## src/rtl/rd_ws_capture.sv

```systemverilog
// Memory-side responder for the go/rd/ds/ws read handshake.
// It generates wait states, steps the read address and captures read data into a FIFO.
module rd_ws_capture #(
  parameter int unsigned WAIT_CYCLES = 2,
  parameter int unsigned DATA_W      = 8,
  parameter int unsigned ADDR_W      = 8,
  parameter int unsigned FIFO_DEPTH  = 4
) (
  input  logic              clk,
  input  logic              reset_n,
  input  logic              rd,
  input  logic              ds,
  input  logic [DATA_W-1:0] mem_rdata,
  output logic              ws,
  output logic [ADDR_W-1:0] addr,
  output logic [DATA_W-1:0] out_data,
  output logic              out_valid,
  input  logic              out_ready,
  output logic              fifo_full,
  output logic              overflow
);

  localparam int unsigned PW = $clog2(FIFO_DEPTH);
  localparam logic [3:0]  WAIT_INIT = 4'(WAIT_CYCLES);
  localparam logic [PW:0] DEPTH = (PW+1)'(FIFO_DEPTH);

  logic              rd_q;
  logic [3:0]        wcnt;
  logic [PW-1:0]     wr_ptr;
  logic [PW-1:0]     rd_ptr;
  logic [PW:0]       count;
  logic [DATA_W-1:0] mem [FIFO_DEPTH];

  logic rd_rise;
  logic pop;
  logic accept;
  logic push;

  assign rd_rise = rd & ~rd_q;
  assign pop     = out_valid & out_ready;
  // A full FIFO still accepts when the head leaves on the same edge.
  assign accept  = (count < DEPTH) | pop;
  assign push    = ds & accept;

  assign ws        = (wcnt != 4'd0);
  assign out_valid = (count != '0);
  assign fifo_full = (count == DEPTH);
  assign out_data  = out_valid ? mem[rd_ptr] : '0;

  always_ff @(posedge clk or negedge reset_n) begin
    if (!reset_n) begin
      rd_q <= 1'b0;
      wcnt <= 4'd0;
    end else begin
      rd_q <= rd;
      if (rd_rise) begin
        wcnt <= WAIT_INIT;
      end else if (rd && (wcnt != 4'd0)) begin
        wcnt <= wcnt - 4'd1;
      end else if (!rd) begin
        wcnt <= 4'd0;
      end
    end
  end

  always_ff @(posedge clk or negedge reset_n) begin
    if (!reset_n) begin
      addr     <= '0;
      overflow <= 1'b0;
    end else if (ds) begin
      addr <= addr + ADDR_W'(1);
      if (!accept) begin
        overflow <= 1'b1;
      end
    end
  end

  always_ff @(posedge clk) begin
    if (push) begin
      mem[wr_ptr] <= mem_rdata;
    end
  end

  always_ff @(posedge clk or negedge reset_n) begin
    if (!reset_n) begin
      wr_ptr <= '0;
      rd_ptr <= '0;
      count  <= '0;
    end else begin
      if (push) begin
        wr_ptr <= wr_ptr + PW'(1);
      end
      if (pop) begin
        rd_ptr <= rd_ptr + PW'(1);
      end
      unique case (1'b1)
        push & ~pop: count <= count + (PW+1)'(1);
        pop & ~push: count <= count - (PW+1)'(1);
        default:     count <= count;
      endcase
    end
  end

endmodule
```

## config.mk

```make
export PLATFORM = sky130hd
export DESIGN_NAME = rd_ws_capture
export DESIGN_NICKNAME = d
export VERILOG_FILES = /design/src/rtl/rd_ws_capture.sv
export SDC_FILE = /design/constraint.sdc
export NUM_CORES = 1
export LEC_CHECK = 0
export CAP_MARGIN = 20
export CORE_MARGIN = 2
export CORE_UTILIZATION = 53
export CTS_BUF_LIST = sky130_fd_sc_hd__clkbuf_16
export DETAILED_ROUTE_END_ITERATION = 8
export HOLD_SLACK_MARGIN = 0.1
export PLACE_DENSITY = 0.82
export RECOVER_POWER = 25
export SETUP_SLACK_MARGIN = 0.1
export SLEW_MARGIN = 20
export SYNTH_ARGS = -nofsm -noshare
export SYNTH_HDL_FRONTEND = slang
export SYNTH_SLANG_ARGS = --single-unit
```

## constraint.sdc

```tcl
create_clock -name clk -period 2.25 [get_ports clk]
set_input_delay 0.3375 -clock clk [delete_from_list [all_inputs] [get_ports clk]]
set_output_delay 0.3375 -clock clk [all_outputs]
set_load 0.01 [all_outputs]
```

==> impl_results.md, run 1 <==
- Outcome: complete, no violations
- M3 GR Usage: 4.65%
- Vias in the first global route: 1343
- Nets: 210
- Cells on Worst Hold Path: 1
- CTS Buffer Depth: 2
- Initial antenna violation count: 0
- Max Freq: 476 MHz
- Routability cong.: 0.669
- Count of hold-fix buffers inserted at cts: 0
- Critical path's largest stage delay: 480 ps
- Final setup margin: 147 ps
- Commonest non-fill, non-tap cell in the layout: edfxtp_1
- TritonCTS Sinks: 53
- Post-DP HPWL: 2.71 mm
- Routed Antenna Nets: 0
- Core area: 4060 sq um
- R2R depth: 8
- CTS Buf Count: 5
- Post-synthesis sequential area ratio: 65.9%
- Share of cells above drive strength 1: 14.7%
- CP max stage cell: mux4_2
- Syn avg cell area: 15.7 sq um
- Drt total wl: 4.03 mm
- Worst setup EP type: output port
- Clk slew on worst S/H paths: 60 ps
- Most frequent cells in the layout: edfxtp_1 (32), dfrtp_1 (21), clkdlybuf4s50_1 (18), inv_1 (13), and2_1 (9)
- Final Slew Violations: 0
- Max_slew headroom: 25.3%
- Met2 usage: 31.1%
- Crit-path max FO: 5
- Cell area power density: 1220 nW/um^2
- Static leakage: 1.15 nW
- Seq pwr share: 42.2%
- Initial Utilization: 55.6%
- Yosys top cell by area: edfxtp_1
- Die area: 4790 sq um
- Place WS: -87.4 ps
- I/O Buffers: 32
- DRC viols: 0
- First drt pass iteration count: 4
- Mapped Area: 2250 sq um
- Psw: 1.05 mW
- Total track usage: 17.5%
- Largest net degree at the start of global routing: 22
- Share of the synthesized area in the top cell type: 42.6%
- Fillers: 257
- Global routing met1 resource utilization: 21.3%
- Worst Tran Pin Value: 1120 ps
- Hold Vio Cnt, Final: 0
- Area contributors post-synth: edfxtp_1 (43%), dfrtp_1 (23%), mux4_2 (8.0%)
- Max cap viols: 0
- Comb power frac: 37.6%
- Die height: 69.2 um
- Min Clock Period, post-route: 2100 ps
- Worst-skew pair later-pin latency: 280 ps
- Worst hold path type: reg -> reg
- Final hold slack: 476 ps
- First-pass GRT wire length: 6.47 mm
- Routed len/inst: 16.8 um
- Root Buffer: clkbuf_16
- CTS tree: yes
- Row cnt: 23
- Internal power: 2.42 mW
- Number of DRC violations after detailed-routing iteration 0: 96
- RSZ-0062 raised after global routing: false
- Via density: 5.16
- Maximum VDD drop: 0.753 mV
- Worst path top cell family by delay: multiplexers
- CP Cell Sequence: buf_6, mux4_2, and2_1, dlygate4sd2_1
- Via count: 1239
- Grt peak-use layer: met2
- # IOs: 33
- Finish-stage setup viols: 0
- CP required: 1910 ps
- Cell count after synthesis: 144
- Critical path startpoint category: flip-flop
- Buffer and inverter count on the worst path: 2
- Grt total ovfl: 0
- Die span in x: 69.2 um
- Synth cell types: 30
- Number of diodes: 0
- Synthesis-to-layout area growth: 25.7%
- H-tree depth: 2
- Clock share of power: 20.2%
- Switching share of power: 30.4%
- Critical path type: reg -> out
- Final period utilization: 93.4%
- Stages on the worst setup path: 4
- Synth Net Count: 165
- Worst path arrival time: 1770 ps
- Register bit count reported by yosys: 53
- Synth Warn #: 0
- Clock skew: 6.52 ps
## metal layers
layer  wire length, um  up-vias
li1                  -      599
met1              1750      606
met2              2050       28
met3               182        6
met4                46        0
met5                 0        -
## through the flow
stage / instance area, sq um / total power, mW / utilization (%) / setup TNS [ps] / instances
6_report: 2840 / 3.47 / 69.9 / 0 / 240
2_1_floorplan: 2250 / 2.22 / - / 0 / 144
5_1_grt: 2840 / 3.68 / 69.9 / 0 / 240
3_5_place_dp: 2670 / 2.82 / 65.7 / -87.4 / 230
4_1_cts: 2800 / 3.46 / 69.0 / 0 / 238
3_3_place_gp: 2670 / 2.75 / 65.7 / 0 / 230
## registers in the layout, indices dropped and copies added, names as in the netlist
| register | cells |
|---|---|
| wcnt | 4 |
| addr | 8 |
| wr_ptr | 2 |
| overflow | 1 |
| mem | 32 |
| rd_ptr | 2 |
| count | 3 |
| rd_q | 1 |
## cells by family (layout without fill, tap and decap cells)
kind of cell	Yosys count	in the layout	share of synthesized area [%]
DFF	53	53	65.9
and+or+nand+nor	39	39	10.0
buffers and inverters	15	61	3.27
xor gates and xnor gates	14	14	5.44
muxes	11	11	9.38
adders and majority gates	8	8	4.77
AOI/OAI and AO/OA	4	4	1.17
## repair_timing
item / 4_1_cts / 5_1_grt
gates resized for setup: 10 / 6
pin swaps: 0 / 2
buffers inserted: 0 / 2
setup endpoints to repair: 9 / 5
## cell usage after synthesis
cell	number
nor2_1	6
buf_6	2
mux4_2	8
a21oi_1	1
xnor2_1	8
or3_1	1
mux2i_1	2
nand4_1	3
xor2_1	6
buf_2	1
nor3b_2	1
mux2_2	1
dfrtp_1	21
nand2b_1	2
and2_1	9
and2_4	1
ha_1	7
fa_1	1
a311oi_1	1
nand3b_1	1
nor3_1	2
o21bai_1	1
o21ai_1	1
nand2_1	5
and3_1	6
inv_1	11
clkbuf_2	1
nand3_2	1
edfxtp_1	32
nand3_1	1
## final cells by class
class	count	area, sq um	area share, %
Clock buffer	5	125	4.41
Sequential cell	53	1490	52.4
Inverter	11	41.3	1.46
Multi-Input combinational cell	76	716	25.2
Tap cell	50	62.6	2.21
Timing Repair Buffer	42	393	13.9
Clock inverter	3	11.3	0.397
## power by group through the flow
stage,Sequential (mW),Clock (mW),Combinational [mW]
floorplan,1.43,0,0.791
global placement,1.46,0,1.29
detailed placement,1.47,0,1.35
CTS,1.46,0.714,1.29
global route,1.49,0.761,1.43
finish,1.46,0.701,1.31
## path summary, 6_finish.rpt
kind / start / end / slack (ps)
setup / recovery: rd_ptr[0] / out_data[0] / 150
hold / removal: addr[7] / addr[7] / 480
setup reg to reg: count[2] / count[2] / 330
hold reg to reg: addr[7] / addr[7] / 480
max in group asynchronous: reset_n / addr[5] / 790
min in group asynchronous: reset_n / addr[0] / 780
No activity file was read; power rests on OpenSTA's default activity.
==> run 2: changes to the inputs <==
SKIP_CTS_REPAIR_TIMING = 1   (was default)
==> run 2 against run 1 <==
  * Global-route usage barely moved
  * Clock skew about the same
  * Total power rose by 1.1%
  * Cell area increased by 1.0%
  * Routed wire length decreased by 1.5%
  * Utilization increased by 0.71 points
  * Worst setup slack better by 8.1 ps
  * Sequential power barely moved
  * Maximum frequency is 0.39% higher
  * Via count grew 0.89%
  * Sequential share of layout area is 0.53 points lower
  * Non-clock buffer count stayed put
  * Critical path type unchanged
==> impl_results.md, run 2 (synthesis gave the netlist of run 1 again) <==
- First drt pass iteration count: 4 (unchanged)
- Row cnt: 23 (unchanged)
- Grt total ovfl: 0 (unchanged)
- Worst setup EP type: output port (unchanged)
- Finished Layout Cells: 240 (unchanged)
- Switching share of power: 29.9% (was 30.4%)
- CP max stage cell: clkdlybuf4s50_1 (was mux4_2)
- Final Slew Violations: 0 (unchanged)
- Max_slew headroom: 24.2% (was 25.3%)
- Commonest non-fill, non-tap cell in the layout: edfxtp_1 (unchanged)
- Final setup TNS: 0 ps (unchanged)
- Largest net degree at the start of global routing: 22 (unchanged)
- Max reg flops: 32 (unchanged)
- First-pass GRT wire length: 6.50 mm (was 6.47 mm)
- Static leakage: 1.22 nW (was 1.15 nW)
- Fin util: 70.6% (was 69.9%)
- Share of cells above drive strength 1: 14.7% (unchanged)
- Biggest regs: mem x32, addr x8, wcnt x4 (unchanged)
- Reg-to-Reg Start: count[2] (unchanged)
- Routability cong.: 0.669 (unchanged)
- Worst path arrival time: 1760 ps (was 1770 ps)
- Crit-path max FO: 10 (was 5)
- Critical path's largest stage delay: 480 ps (about the same)
- Via density: 5.21 (was 5.16)
- Worst Tran Pin Value: 1140 ps (was 1120 ps)
- Final period utilization: 93.1% (was 93.4%)
- PnR Total Power: 3.51 mW (was 3.47 mW)
- Nets: 210 (unchanged)
- Critical path launch point: count[2] (was rd_ptr[0])
- Worst-skew pair later-pin latency: 280 ps (about the same)
- Via count: 1250 (was 1239)
- Critical path startpoint category: flip-flop (unchanged)
- Worst hold path type: reg -> reg (unchanged)
- Maximum VDD drop: 0.751 mV (was 0.753 mV)
- Hold Vio Cnt, Final: 0 (unchanged)
- # IOs: 33 (unchanged)
- I/O Buffers: 32 (unchanged)
- Core area: 4060 sq um (unchanged)
- Final setup margin: 156 ps (was 147 ps)
- Total track usage: 17.6% (was 17.5%)
- Placed Cells: 230 (unchanged)
- CTS Buf Count: 5 (unchanged)
- Internal power: 2.46 mW (was 2.42 mW)
- Psw: 1.05 mW (about the same)
- Clk slew on worst S/H paths: 60 ps (about the same)
- Routed Antenna Nets: 0 (unchanged)
- Drt total wl: 3.97 mm (was 4.03 mm)
- Outcome: complete, no violations (unchanged)
- Critical path type: reg -> out (unchanged)
- CP required: 1910 ps (about the same)
- TritonCTS Sinks: 53 (unchanged)
- Initial Utilization: 55.6% (unchanged)
- RSZ-0062 raised after global routing: false (unchanged)
- Max cap viols: 0 (unchanged)
- Initial antenna violation count: 0 (unchanged)
- H-tree depth: 2 (unchanged)
- Largest register by flop count: mem (unchanged)
- Cell area power density: 1230 nW/um^2 (was 1220 nW/um^2)
- DRC viols: 0 (unchanged)
- CTS Buffer Depth: 2 (unchanged)
- Routed len/inst: 16.5 um (was 16.8 um)
- Post-DP HPWL: 2.71 mm (unchanged)
- Clock share of power: 20.0% (was 20.2%)
- Die span in x: 69.2 um (unchanged)
- Vias in the first global route: 1350 (was 1343)
- Comb power frac: 38.4% (was 37.6%)
- Finish-stage setup viols: 0 (unchanged)
- CTS tree: yes (unchanged)
- Most frequent cells in the layout: edfxtp_1 (32), dfrtp_1 (21), clkdlybuf4s50_1 (18), inv_1 (13) (was edfxtp_1 (32), dfrtp_1 (21), clkdlybuf4s50_1 (18), inv_1 (13), and2_1 (9))
- Min Clock Period, post-route: 2090 ps (was 2100 ps)
- Seq pwr share: 41.6% (was 42.2%)
- Die height: 69.2 um (unchanged)
- Clock skew: 6.57 ps (was 6.52 ps)
- HP Start: addr[7] (unchanged)
- Max Freq: 477 MHz (was 476 MHz)
- Number of diodes: 0 (unchanged)
- Die area: 4790 sq um (unchanged)
- Root Buffer: clkbuf_16 (unchanged)
- Place WS: -87.4 ps (unchanged)
- CP Cell Sequence: or3_1, buf_4, clkdlybuf4s50_1 (was buf_6, mux4_2, and2_1, dlygate4sd2_1)
- Number of DRC violations after detailed-routing iteration 0: 91 (was 96)
- Synthesis-to-layout area growth: 27.0% (was 25.7%)
==> run 2: critical path: cells and delay by family, from the launching register on <==
kind	cells	cell delay, ps
buffers and inverters	2	670
AND/OR/NAND/NOR	1	400
flip-flops	1	410
==> run 2: routing by layer <==
layer | up-vias | part of all wire, % | global-route usage [%]
met3 | 6 | 4.7 | 4.65
met4 | 0 | 1.2 | 4.58
met5 | - | 0 | 0
li1 | 599 | - | -
met1 | 615 | 43 | 21.5
met2 | 30 | 51 | 31.0
==> run 2: layout make-up <==
class	count	area, sq um
sequential	53	1490
fill	249	1190
multi-input combinational	76	716
timing repair buffer	42	422
clock buffer	5	125
tap	50	62.6
inverter	11	41.3
clock inverter	3	11.3
==> run 2: stage by stage <==
stage	hold slack, ps	area, sq um
CTS	403	2800
global route	529	2860
floorplan	41.9	2250
finish	476	2860
global placement	456	2670
detailed placement	471	2670
==> run 2: power by group through the flow <==
stage                     combinational [mW]  clock [mW]  sequential, mW
after detailed placement                1.35           0            1.47
final                                   1.35       0.701            1.46
after global placement                  1.29           0            1.46
after CTS                               1.36       0.714            1.46
after global routing                    1.47       0.757            1.49
after floorplan                        0.791           0            1.43
==> run 2: path summary, 6_finish.rpt <==
path	to	slack [ps]	cells past startpoint
max	out_valid	160	3
min	addr[7]	480	1
max reg2reg	count[2]	340	8
min reg2reg	addr[7]	480	1
max in group asynchronous	addr[5]	770	2
min in group asynchronous	addr[0]	790	2
==> run 3: changes to the inputs <==
CELL_PAD_IN_SITES_DETAIL_PLACEMENT = 0   (was default)
CELL_PAD_IN_SITES_GLOBAL_PLACEMENT = 1   (was default)
CORE_UTILIZATION = 44   (was 53)
==> run 3 against run 2 <==
  * Cell area up 1.4%
  * Routed wire length down 0.73%
  * First-iteration DRC count down 25%
  * Global-route usage down 1.8 points
  * Final cell count up 8.3%
  * Total power up 2.0%
  * Worst setup slack better by 86 ps
  * Hold slack worse by 7.5 ps
  * Non-clock buffer count unchanged
  * Critical endpoint is now count[2]
  * Largest power group unchanged
  * Highest routed layer unchanged
==> impl_results.md, run 3 (synthesis gave the netlist of run 1 again) <==
- Max cap viols: 0 (unchanged)
- Worst hold path type: reg -> reg (unchanged)
- Worst Tran Pin Value: 1120 ps (was 1140 ps)
- Min Clock Period, post-route: 2010 ps (was 2090 ps)
- Clk slew on worst S/H paths: 60 ps (about the same)
- Drt total wl: 3.94 mm (was 3.97 mm)
- Commonest non-fill, non-tap cell in the layout: edfxtp_1 (unchanged)
- H-tree depth: 2 (unchanged)
- Static leakage: 1.22 nW (about the same)
- Register area: 1490 sq um (unchanged)
- CTS Buffer Depth: 2 (unchanged)
- Number of diodes: 0 (unchanged)
- Placed Cells: 250 (was 230)
- Outcome: complete, no violations (unchanged)
- PnR Total Power: 3.58 mW (was 3.51 mW)
- Routability cong.: 0.732 (was 0.669)
- Worst path arrival time: 2210 ps (was 1760 ps)
- CTS tree: yes (unchanged)
- R2R setup slack: 320 ps (was 340 ps)
- DRC viols: 0 (unchanged)
- Cell area power density: 1230 nW/um^2 (about the same)
- Place WS: -58.9 ps (was -87.4 ps)
- Fin util: 58.0% (was 70.6%)
- Root Buffer: clkbuf_16 (unchanged)
- Die area: 5710 sq um (was 4790 sq um)
- Max_slew headroom: 25.1% (was 24.2%)
- Nets: 210 (unchanged)
- Worst setup EP type: flip-flop (was output port)
- Largest net degree at the start of global routing: 22 (unchanged)
- Max Freq: 498 MHz (was 477 MHz)
- First drt pass iteration count: 4 (unchanged)
- Share of cells above drive strength 1: 15.3% (was 14.7%)
- Routed Antenna Nets: 0 (unchanged)
- Fillers: 426 (was 249)
- Finish-stage setup viols: 0 (unchanged)
- RSZ-0062 raised after global routing: false (unchanged)
- Final Cell Area: 2900 sq um (was 2860 sq um)
- Biggest regs: mem x32, addr x8, wcnt x4 (unchanged)
- Final period utilization: 89.3% (was 93.1%)
- Die height: 75.6 um (was 69.2 um)
- Initial antenna violation count: 0 (unchanged)
- Area post-placement: 2690 sq um (was 2670 sq um)
- Die span in x: 75.6 um (was 69.2 um)
- Synthesis-to-layout area growth: 28.8% (was 27.0%)
- Initial Utilization: 45.0% (was 55.6%)
- Crit-path max FO: 2 (was 10)
- Total track usage: 15.7% (was 17.6%)
- Most frequent cells in the layout: edfxtp_1 (32), dfrtp_1 (21), clkdlybuf4s50_1 (17), inv_1 (11), dlymetal6s2s_1 (10) (was edfxtp_1 (32), dfrtp_1 (21), clkdlybuf4s50_1 (18), inv_1 (13))
- Clock skew: 3.44 ps (was 6.57 ps)
- Post-DP HPWL: 2.76 mm (was 2.71 mm)
- TritonCTS Sinks: 53 (unchanged)
- Largest register by flop count: mem (unchanged)
- Max reg flops: 32 (unchanged)
- Hold Vio Cnt, Final: 0 (unchanged)
- Final Slew Violations: 0 (unchanged)
- Row cnt: 26 (was 23)
- Worst-skew pair later-pin latency: 290 ps (was 280 ps)
- CTS Buf Count: 5 (unchanged)
- Grt total ovfl: 0 (unchanged)
- Maximum VDD drop: 0.653 mV (was 0.751 mV)
- # IOs: 33 (unchanged)
- First-pass GRT wire length: 6.33 mm (was 6.50 mm)
- Final setup margin: 242 ps (was 156 ps)
- Vias in the first global route: 1359 (was 1350)
- Via density: 4.93 (was 5.21)
- Via count: 1281 (was 1250)
- I/O Buffers: 32 (unchanged)
- Critical path type: in -> reg (was reg -> out)
- Core area: 5010 sq um (was 4060 sq um)
- Number of DRC violations after detailed-routing iteration 0: 68 (was 91)
- Area of the multi-input gates: 703 sq um (was 716 sq um)
- CP required: 2450 ps (was 1910 ps)
- Finished Layout Cells: 260 (was 240)
- Routed len/inst: 15.2 um (was 16.5 um)
- Critical path startpoint category: primary input (was flip-flop)
[run 3: cell types whose count changed in the layout (fill, tap and decap cells not counted)]
| cell | previous run | this run |
|---|---|---|
| clkbuf_16 | 5 | 6 |
| clkdlybuf4s50_1 | 18 | 17 |
| ha_4 | 1 | 0 |
| inv_1 | 13 | 11 |
| dlymetal6s2s_1 | 9 | 10 |
| clkinvlp_4 | 0 | 1 |
| ha_1 | 5 | 6 |
[run 3: layout make-up]
type,count,share of cell area [%]
Clock inverter,2,0.388
Clock buffer,6,5.17
Inverter,11,1.42
Timing Repair Buffer,42,14.6
Multi-Input combinational cell,76,24.2
Tap cell,70,3.02
Sequential cell,53,51.2
[run 3: worst max-delay path, cell delays in order]
cell	delay, ps
clkdlybuf4s50_1	430
nand2b_1	160
and2_1	170
inv_1	50
ha_1	170
inv_1	60
fa_1	370
xor2_1	150
nor2_1	120
xor2_1	190
[run 3: path summary, 6_finish.rpt]
path                            from       end  cells after the start
max in group asynchronous    reset_n   addr[5]                      2
hold reg to reg              addr[7]   addr[7]                      1
setup / recovery           out_ready  count[2]                     10
setup reg to reg            count[2]  count[2]                      8
min in group asynchronous    reset_n   wcnt[3]                      2
hold / removal               addr[7]   addr[7]                      1
[run 3: per-layer routing]
layer	track usage, %	wire (um)	vias to the layer above	part of all wire (%)
met5	0	0	-	0
met4	7.02	74	0	1.9
met3	4.76	178	6	4.5
met2	27.6	2090	31	53
met1	17.6	1600	642	41
li1	-	-	602	-
[run 3: per-stage QoR]
stage | TNS (ps) | hold WS (ps)
floorplan | 0 | 41.9
global placement | 0 | 459
detailed placement | -58.9 | 460
CTS | -317 | 389
global route | 0 | 496
finish | 0 | 469
[run 3: power breakdown]
group / switching, mW / internal (mW)
registers: 0.181 / 1.28
logic: 0.560 / 0.762
clock network: 0.325 / 0.476
total: 1.07 / 2.51
